[src/rtl/ym3438_accumulator.sv]
// ym3438_accumulator
//   Output accumulator stage behind the operator unit. Sums per-slot operator
//   outputs selected by the algorithm into six per-channel accumulators,
//   applies channel-5 DAC substitution, and emits one 9-bit signed sample per
//   channel, time-multiplexed on MOL/MOR with per-channel panning.
//
//   Build option: define YM3438_ACC_CLAMP_EN to saturate the accumulator to
//   [-8192, 8191] before taking bits [13:5]; otherwise the sum wraps.
//
// Ports:
//   MCLK      in   master clock, all state on rising edge
//   IC        in   asynchronous active-high reset
//   c1        in   slot strobe; accumulation advances on edges with c1=1
//   c2        in   output strobe; output registers load on edges with c2=1
//   slot_sync in   current slot is 23; next c1 strobe starts slot 0
//   op_out    in   [13:0] signed operator output of the current slot
//   alg_out   in   current slot's operator contributes to the channel output
//   pan_l/r   in   panning bits of the current slot's channel
//   dac_en    in   replace channel 5 result with the DAC sample
//   dac_data  in   [8:0] offset-binary DAC sample
//   MOL/MOR   out  [8:0] signed channel sample, left/right
//   ch_o      out  [2:0] channel of the sample on MOL/MOR
//   out_valid out  MOL/MOR hold a fresh sample
module ym3438_accumulator (
  input  logic       MCLK,
  input  logic       IC,
  input  logic       c1,
  input  logic       c2,
  input  logic       slot_sync,
  input  logic [13:0] op_out,
  input  logic       alg_out,
  input  logic       pan_l,
  input  logic       pan_r,
  input  logic       dac_en,
  input  logic [8:0] dac_data,
  output logic [8:0] MOL,
  output logic [8:0] MOR,
  output logic [2:0] ch_o,
  output logic       out_valid
);

  localparam int unsigned SLOT_W    = 5;
  localparam int unsigned GRP_W     = 2;
  localparam int unsigned CH_W      = 3;
  localparam int unsigned NUM_SLOTS = 24;
  localparam int unsigned NUM_CH    = 6;
  localparam int unsigned OP_W      = 14;
  localparam int unsigned ACC_W     = 16;
  localparam int unsigned RES_W     = 9;
  localparam int unsigned DAC_CH    = 5;
  localparam int unsigned LAST_GRP  = 3;

  logic [SLOT_W-1:0]       slot;
  logic [GRP_W-1:0]        grp;
  logic [CH_W-1:0]         ch;
  logic                    slot_last;
  logic                    finalize;

  logic signed [ACC_W-1:0] acc [NUM_CH];
  logic signed [ACC_W-1:0] acc_cur;
  logic signed [ACC_W-1:0] addend;
  logic signed [ACC_W-1:0] acc_sum;
  logic [RES_W-1:0]        res9;

  logic [RES_W-1:0]        stage_res;
  logic [CH_W-1:0]         stage_ch;
  logic                    stage_pl;
  logic                    stage_pr;
  logic                    stage_full;

  // Slot decode: group = slot / 6, channel = slot mod 6
  always_comb begin
    grp = GRP_W'(0);
    if (slot >= SLOT_W'(18))      grp = GRP_W'(3);
    else if (slot >= SLOT_W'(12)) grp = GRP_W'(2);
    else if (slot >= SLOT_W'(6))  grp = GRP_W'(1);
    ch        = CH_W'(slot - SLOT_W'(grp) * SLOT_W'(6));
    slot_last = (slot == SLOT_W'(NUM_SLOTS - 1));
    finalize  = c1 && (grp == GRP_W'(LAST_GRP));
  end

  // Current channel accumulator and its next value (group 0 loads, others add)
  always_comb begin
    acc_cur = '0;
    for (int i = 0; i < NUM_CH; i++) begin
      if (ch == CH_W'(i)) acc_cur = acc[i];
    end
    addend  = alg_out ? {{(ACC_W-OP_W){op_out[OP_W-1]}}, op_out} : '0;
    acc_sum = (grp == GRP_W'(0)) ? addend : acc_cur + addend;
  end

  // Channel result: optional saturation, take [13:5], DAC override on ch 5
  always_comb begin
`ifdef YM3438_ACC_CLAMP_EN
    if (acc_sum > 16'sd8191)       res9 = 9'h0FF;
    else if (acc_sum < -16'sd8192) res9 = 9'h100;
    else                           res9 = acc_sum[13:5];
`else
    res9 = acc_sum[13:5];
`endif
    if (dac_en && (ch == CH_W'(DAC_CH))) res9 = {~dac_data[8], dac_data[7:0]};
  end

  // Slot counter, resynchronised by slot_sync
  always_ff @(posedge MCLK or posedge IC) begin
    if (IC) begin
      slot <= '0;
    end else if (c1) begin
      slot <= (slot_sync || slot_last) ? '0 : slot + SLOT_W'(1);
    end
  end

  // Per-channel accumulators
  always_ff @(posedge MCLK or posedge IC) begin
    if (IC) begin
      for (int i = 0; i < NUM_CH; i++) acc[i] <= '0;
    end else if (c1) begin
      for (int i = 0; i < NUM_CH; i++) begin
        if (ch == CH_W'(i)) acc[i] <= acc_sum;
      end
    end
  end

  // Stage register between finalize (c1) and output (c2); finalize wins a tie
  always_ff @(posedge MCLK or posedge IC) begin
    if (IC) begin
      stage_res  <= '0;
      stage_ch   <= '0;
      stage_pl   <= 1'b0;
      stage_pr   <= 1'b0;
      stage_full <= 1'b0;
    end else begin
      if (finalize) begin
        stage_res  <= res9;
        stage_ch   <= ch;
        stage_pl   <= pan_l;
        stage_pr   <= pan_r;
        stage_full <= 1'b1;
      end else if (c2) begin
        stage_full <= 1'b0;
      end
    end
  end

  // Output registers; c2 sees the stage contents from before this edge
  always_ff @(posedge MCLK or posedge IC) begin
    if (IC) begin
      MOL       <= '0;
      MOR       <= '0;
      ch_o      <= '0;
      out_valid <= 1'b0;
    end else if (c2) begin
      if (stage_full) begin
        MOL       <= stage_pl ? stage_res : '0;
        MOR       <= stage_pr ? stage_res : '0;
        ch_o      <= stage_ch;
        out_valid <= 1'b1;
      end else begin
        out_valid <= 1'b0;
      end
    end
  end

endmodule

[config.mk]
export PLATFORM = sky130hd
export DESIGN_NAME = ym3438_accumulator
export DESIGN_NICKNAME = d
export VERILOG_FILES = /design/src/rtl/ym3438_accumulator.sv
export SDC_FILE = /design/constraint.sdc
export NUM_CORES = 1
export LEC_CHECK = 0
export ABC_CLOCK_PERIOD_IN_PS = 4300
export BUFFER_PORTS_ARGS = -buffer_cell sky130_fd_sc_hd__buf_2
export CORE_AREA = 2 2 114 116
export CTS_CLUSTER_DIAMETER = 120
export DETAILED_ROUTE_END_ITERATION = 10
export DIE_AREA = 0 0 116 118
export PLACE_DENSITY = 0.86
export SYNTH_ARGS = -nofsm -noshare
export SYNTH_HDL_FRONTEND = slang
export SYNTH_SLANG_ARGS = --single-unit
[constraint.sdc]
create_clock -name MCLK -period 4.3 [get_ports MCLK]
set_input_delay 0 -clock MCLK [delete_from_list [all_inputs] [get_ports MCLK]]
set_output_delay 0 -clock MCLK [all_outputs]
set_load 0.005 [all_outputs]
# Word-level counts from Yosys, hierarchy flattened

Index checks and enable logic that the tools add are counted.

Mux-type cells: 18
Equality and inequality tests: 7
Magnitude comparators: 3
Bitwise operators: 1
Multiply operators: 1
Add/subtract/negate cells: 3
Reductions and logical operators: 13

Operators by type and width:

| operator              | count |
|---|---|
| $mux W16              | 8 |
| $mux W9               | 3 |
| $add A16 B16 Y16      | 1 |
| $reduce_and A2 Y1     | 7 |
| $eq A3 B2 Y1 const B  | 2 |
| $eq A3 B3 Y1 const B  | 2 |
| $add A5 B1 Y5 const B | 1 |
| $eq A5 B5 Y1 const B  | 1 |
| $ge A5 B3 Y1 const B  | 1 |
| $ge A5 B4 Y1 const B  | 1 |
| $ge A5 B5 Y1 const B  | 1 |
| $mux W5               | 1 |
| $mux W1               | 4 |
| $mux W2               | 2 |
| $eq A3 B1 Y1 const B  | 1 |
| $logic_not A3 Y1      | 1 |
| $sub A3 B3 Y3         | 1 |
| $eq A2 B2 Y1 const B  | 1 |
| $logic_and A1 B1 Y1   | 2 |
| $logic_not A2 Y1      | 1 |
| $mul A2 B1 Y2 const B | 1 |
| $reduce_bool A2 Y1    | 1 |
| $logic_or A1 B1 Y1    | 1 |
| $not A1 Y1            | 1 |

Bits of input ports: 32
Register bits: 138
Output and inout port bits: 22
Logic and storage cells: 62

# Depth between registers and ports, before layout

Depth in word-level cells: 16
Mapped depth: 24
Mapped depth without buffers: 21

# Least setup slack after synthesis

Ideal clock, no wire load.

Path kind: register -> register
Start point: register slot[0]
End point: register acc[6] (netlist bit)
Library setup time: 0.143 ns
Required time: 4.157 ns
Slack: -0.370 ns
Arrival: 4.526 ns
Cell stages (with the launch flop): 25
Period minus slack after synthesis: 4.670 ns
Buffers on the path: 3
Path through: dfrtp_1 buf_2 inv_1 ha_1 or2_2 a21oi_1 nor2_1 o22a_1 inv_1 ha_1 xnor3_1 buf_2 clkbuf_1 nand2_1 o21ai_0 ha_1 inv_1 fa_1 nor2b_1 o21a_1 o21ai_1 a21bo_2 and4_1 nor3b_1 o21ai_0

Longest elaborated chain between the ends: 15
Elaborated cells between the ends (all ways): 24
Those cells by class: add/sub (2); mul (1); order compare (3); eq/ne (5); mux (10); reduce/logical (3)

RTL lines:

| element                        | RTL line | source |
|---|---|---|
| start: declaration             | 53       | `logic [SLOT_W-1:0] slot;` |
| start signal: assignment       | 109      | `slot <= (slot_sync \|\| slot_last) ? '0 : slot + SLOT_W'(1);` |
| $ge A5 B3 Y1                   | 76       | `else if (slot >= SLOT_W'(6)) grp = GRP_W'(1);` |
| $mux W1                        | 76       |  |
| $mux W2                        | 75       | `else if (slot >= SLOT_W'(12)) grp = GRP_W'(2);` |
| $mux W2                        | 74       | `if (slot >= SLOT_W'(18)) grp = GRP_W'(3);` |
| $mul A2 B1 Y2                  | 77       | `ch = CH_W'(slot - SLOT_W'(grp) * SLOT_W'(6));` |
| $sub A3 B3 Y3                  | 77       |  |
| $logic_not A3 Y1               | 86       | `if (ch == CH_W'(i)) acc_cur = acc[i];` |
| $mux W16 (6 in series)         | 86       |  |
| $add A16 B16 Y16               | 89       | `acc_sum = (grp == GRP_W'(0)) ? addend : acc_cur + addend;` |
| $mux W16                       | 89       |  |
| end signal: indexed assignment | 119      | `if (ch == CH_W'(i)) acc[i] <= acc_sum;` |
| end: declaration               | 59       | `logic signed [ACC_W-1:0] acc [NUM_CH];` |

Several ways; a longest one is shown, not always the timed one.
A chain may end at the register's enable or synchronous reset.

# Worst setup path in the final report

Start point: register slot[0]
End point: register acc[77] (netlist bit)

Same word-level chain as after synthesis.

==> results.yml <==
setup_path:
  cp.arrival_ns: 4.55
  cp-start-kind: "register"
  crit_chain: "inv_2, ha_4, or2_4, a21oi_2, nor2_1, o22a_1, ha_4, buf_12, buf_8, mux4_2, nand2_2, o21ai_2, ha_1, a21o_1, buf_6, nand2_2, a31o_4, a21o_1, a21oi_4, xnor2_4, mux2_4"
  critPathTopFamily: "compound AO/OA/AOI/OAI gates"
  max_stage_delay_ns: 0.53
  cp_max_fo: 6
  crit_slowest_cell: "mux4_2"
  crit_buf_inv: 4
  cp-startpoint: "slot[0]"
  worst-path-stages: 21
  ff2ff_path_depth: 21
  r2r-start: "slot[0]"
  crit_required_ns: 4.60
  cp-end-kind: "register"
  crit_type: "reg2reg"
synth:
  ys.flop_type: "dfrtp_1"
  async_flop_share: 1.00
  synth_cell_types: 50
  synth_edf_count: 0
  synth.cell_area_um2: 6550
  yosysSeqAreaShare: 0.481
  syn_area_per_cell_um2: 9.55
  yosysWarnings: 0
  ys_ff_latch: 126
  synthCells: 686
  syn_nets: 736
timing:
  final.period_utilization: 0.988
  max_slew_margin: 0.296
  setup_viol: 0
  slew_viol_final: 0
  rsz0062_at_grt: "true"
  worst_pin_slew_ns: 1.06
  setup_tns_ns: 0
  fin_skew_ns: 0.00620
  hold_viol: 0
  timing.fmax_mhz: 235
  finalCriticalPeriod_ns: 4.25
cts:
  htreeDepth: 4
  clock_path_buffers: 2
  path_clk_slew_ns: 0.06
  clock_latency_ns: 0.42
  cts.sinks: 126
  cts_root_buf: "clkbuf_16"
  cts_tree: "built"
  cts_made_buffers: 17
hold_path:
  hold_depth: 4
  min_from: "dac_data[8]"
  hp-class: "in2reg"
routing:
  wire_per_inst_um: 18.4
  ant_nets: 0
  dr.pass1.iters: 6
  drtIter0Drc: 481
  drc: 0
  num_vias: 5652
  finalWirelength_um: 17900
  vias_per_cell: 5.81
layout:
  final_util: 0.674
  fillerInstances: 902
  syn_to_final_growth_pct: 27.7
  fin_cells: 972
  nets: 836
  design_area_um2: 8360
  regArea_um2: 3150
  multiInputGateArea_um2: 3370
  layout-drive-gt1-share: 0.302
place:
  hpwl_um: 11000
  placed_cells: 915
  dpl_cell_area_um2: 7250
  gp_congestion: 0.951
  portBuffers: 53
global_routing:
  grt_use_total: 0.265
  grt_pass1_vias: 5703
  met1_usage: 0.330
  grt_use_met3: 0.0644
  grt.overflow.total: 0
  busiest_layer: "met2"
  grt_max_degree: 88
  antenna_found_initial: 0
  grt_pass1_wl_um: 28000
  use_met2: 0.428
floorplanning:
  fp.coreArea_um2: 12400
  dieArea_um2: 13700
  fp.dieW_um: 116
  start_util: 0.528
  dieHeight_um: 118
  row_count: 41
  io_pins: 54
pwr:
  power.leakage_nw: 3.88
  ir_worst_vdd_mv: 0.516
  power_density_nw_per_um2: 555
  power_mw: 4.64
job:
  drv_cap: 0
outcome:
  status: "completed"
-- cell usage after synthesis, types with 2 or more instances --
library cell	number	area [um^2]
a21oi_1	44	220
a2111oi_0	2	17.5
a21o_1	7	52.6
dfrtp_1	126	3150
nand3_1	13	65.1
nor2b_1	3	18.8
mux4_2	14	315
nor3_1	3	15.0
inv_1	19	71.3
o21ai_1	5	25.0
buf_1	3	11.3
a31o_2	2	17.5
and2_1	15	93.8
nand2_1	141	529
o221ai_1	4	35.0
o21ai_0	89	445
buf_2	5	25.0
a211oi_1	5	37.5
a31oi_1	4	25.0
mux2_2	41	462
o21a_1	2	15.0
nand4_1	3	18.8
xnor2_1	5	43.8
ha_1	17	213
nor2_1	46	173
xor2_1	2	17.5
mux2i_1	9	90.1
clkbuf_1	35	131
-- layer usage --
| metal | share of wire | vias up | wire, um |
|---|---|---|---|
| met3 | 0.061 | 68 | 1080 |
| met1 | 0.40 | 2733 | 7230 |
| li1 | - | 2590 | - |
| met5 | 0 | - | 0 |
| met4 | 0.042 | 0 | 756 |
| met2 | 0.49 | 261 | 8810 |
-- worst reg2reg max path, delay by kind of cell, from the launching register on --
kind | cells | cell delay (ns)
AOI/OAI and AO/OA | 7 | 1.18
and+or+nand+nor | 4 | 0.42
DFF | 1 | 0.36
buffers and inverters | 4 | 0.44
muxes | 2 | 0.82
adders and majority gates | 3 | 0.80
xor gates and xnor gates | 1 | 0.12
-- power by group --
part | leakage (nW) | total, mW | internal, mW | switching (mW)
clock | 0.310 | 1.60 | 1.05 | 0.549
combinational | 1.90 | 1.39 | 0.698 | 0.694
sequential | 1.66 | 1.65 | 1.49 | 0.167
-- timing repair --
action                                  in CTS  in global routing
pin swaps                                   12                 28
endpoints found under the hold margin      101                  0
gates resized for setup                     19                 40
setup buffers                                2                  9
hold buffers                                12                  0
endpoints found under the setup margin      50                 64
cloned                                       1                  0
-- path summary, 6_finish.rpt --
| check | to | slack (ns) |
|---|---|---|
| worst max-delay path | acc[77] | 0.05 |
| worst min-delay path | stage_res[8] | 0.05 |
| max in group asynchronous | MOL[4] | 2.79 |
| worst min register to register | MOL[1] | 0.48 |
| worst max register to register | acc[77] | 0.05 |
| min in group asynchronous | acc[64] | 0.40 |
-- cell type report --
class / count / share of cell area
inverters: 19 / 0.00883
multi-input cells: 497 / 0.403
flip-flops and latches: 126 / 0.377
clock inverters: 13 / 0.0254
diodes: 1 / 0.000299
repair buffers: 125 / 0.107
clock buffers: 19 / 0.0530
well taps: 172 / 0.0257
-- cells in the final DEF (no fill, tap or decap), drive strengths merged, types with 2 or more instances in the layout --
cell type    count
ha              17
clkinvlp         3
o221ai           4
mux2            41
inv             20
nand2          141
a2111oi          2
nor3             4
nor2b            3
a211oi           5
xor2             2
and2            15
dlygate4sd3     12
nor2            46
mux4            14
a31oi            4
a31o             2
dfrtp          126
nand4            3
a21oi           45
clkinv           4
clkbuf          19
bufinv           5
o21a             2
o21ai           94
nand3           13
xnor2            5
mux2i            9
buf            113
a21o             7
-- sequential cells by signal (all words and copies together) (netlist names) --
register / cells
acc: 84
MOL: 9
MOR: 9
stage_res: 9
slot: 5
ch_o: 3
stage_ch: 3
out_valid: 1
stage_full: 1
stage_pl: 1
stage_pr: 1
-- per-stage QoR --
step	worst slack, ns	hold WS (ns)
final	0.0496	0.0541
after global routing	-0.0706	0.0591
after CTS	0.00352	0.0404
after detailed placement	-0.199	0.213
after global placement	-0.0981	0.204
after floorplan	0.0112	0.105
-- cell families (layout without fill, tap and decap cells) --
logic type                 Yosys count  count (layout)  share of synthesized area
and+or+nand+nor                    232             232                      0.149
AOI/OAI and AO/OA                  175             175                      0.151
DFF                                126             126                      0.481
muxes                               64              64                      0.132
buffers and inverters               63             176                     0.0382
adders and majority gates           18              18                     0.0355
xor gates and xnor gates             8               8                     0.0128
other                                0               1                          0
Note: power is estimated with default switching activity, not from simulation.
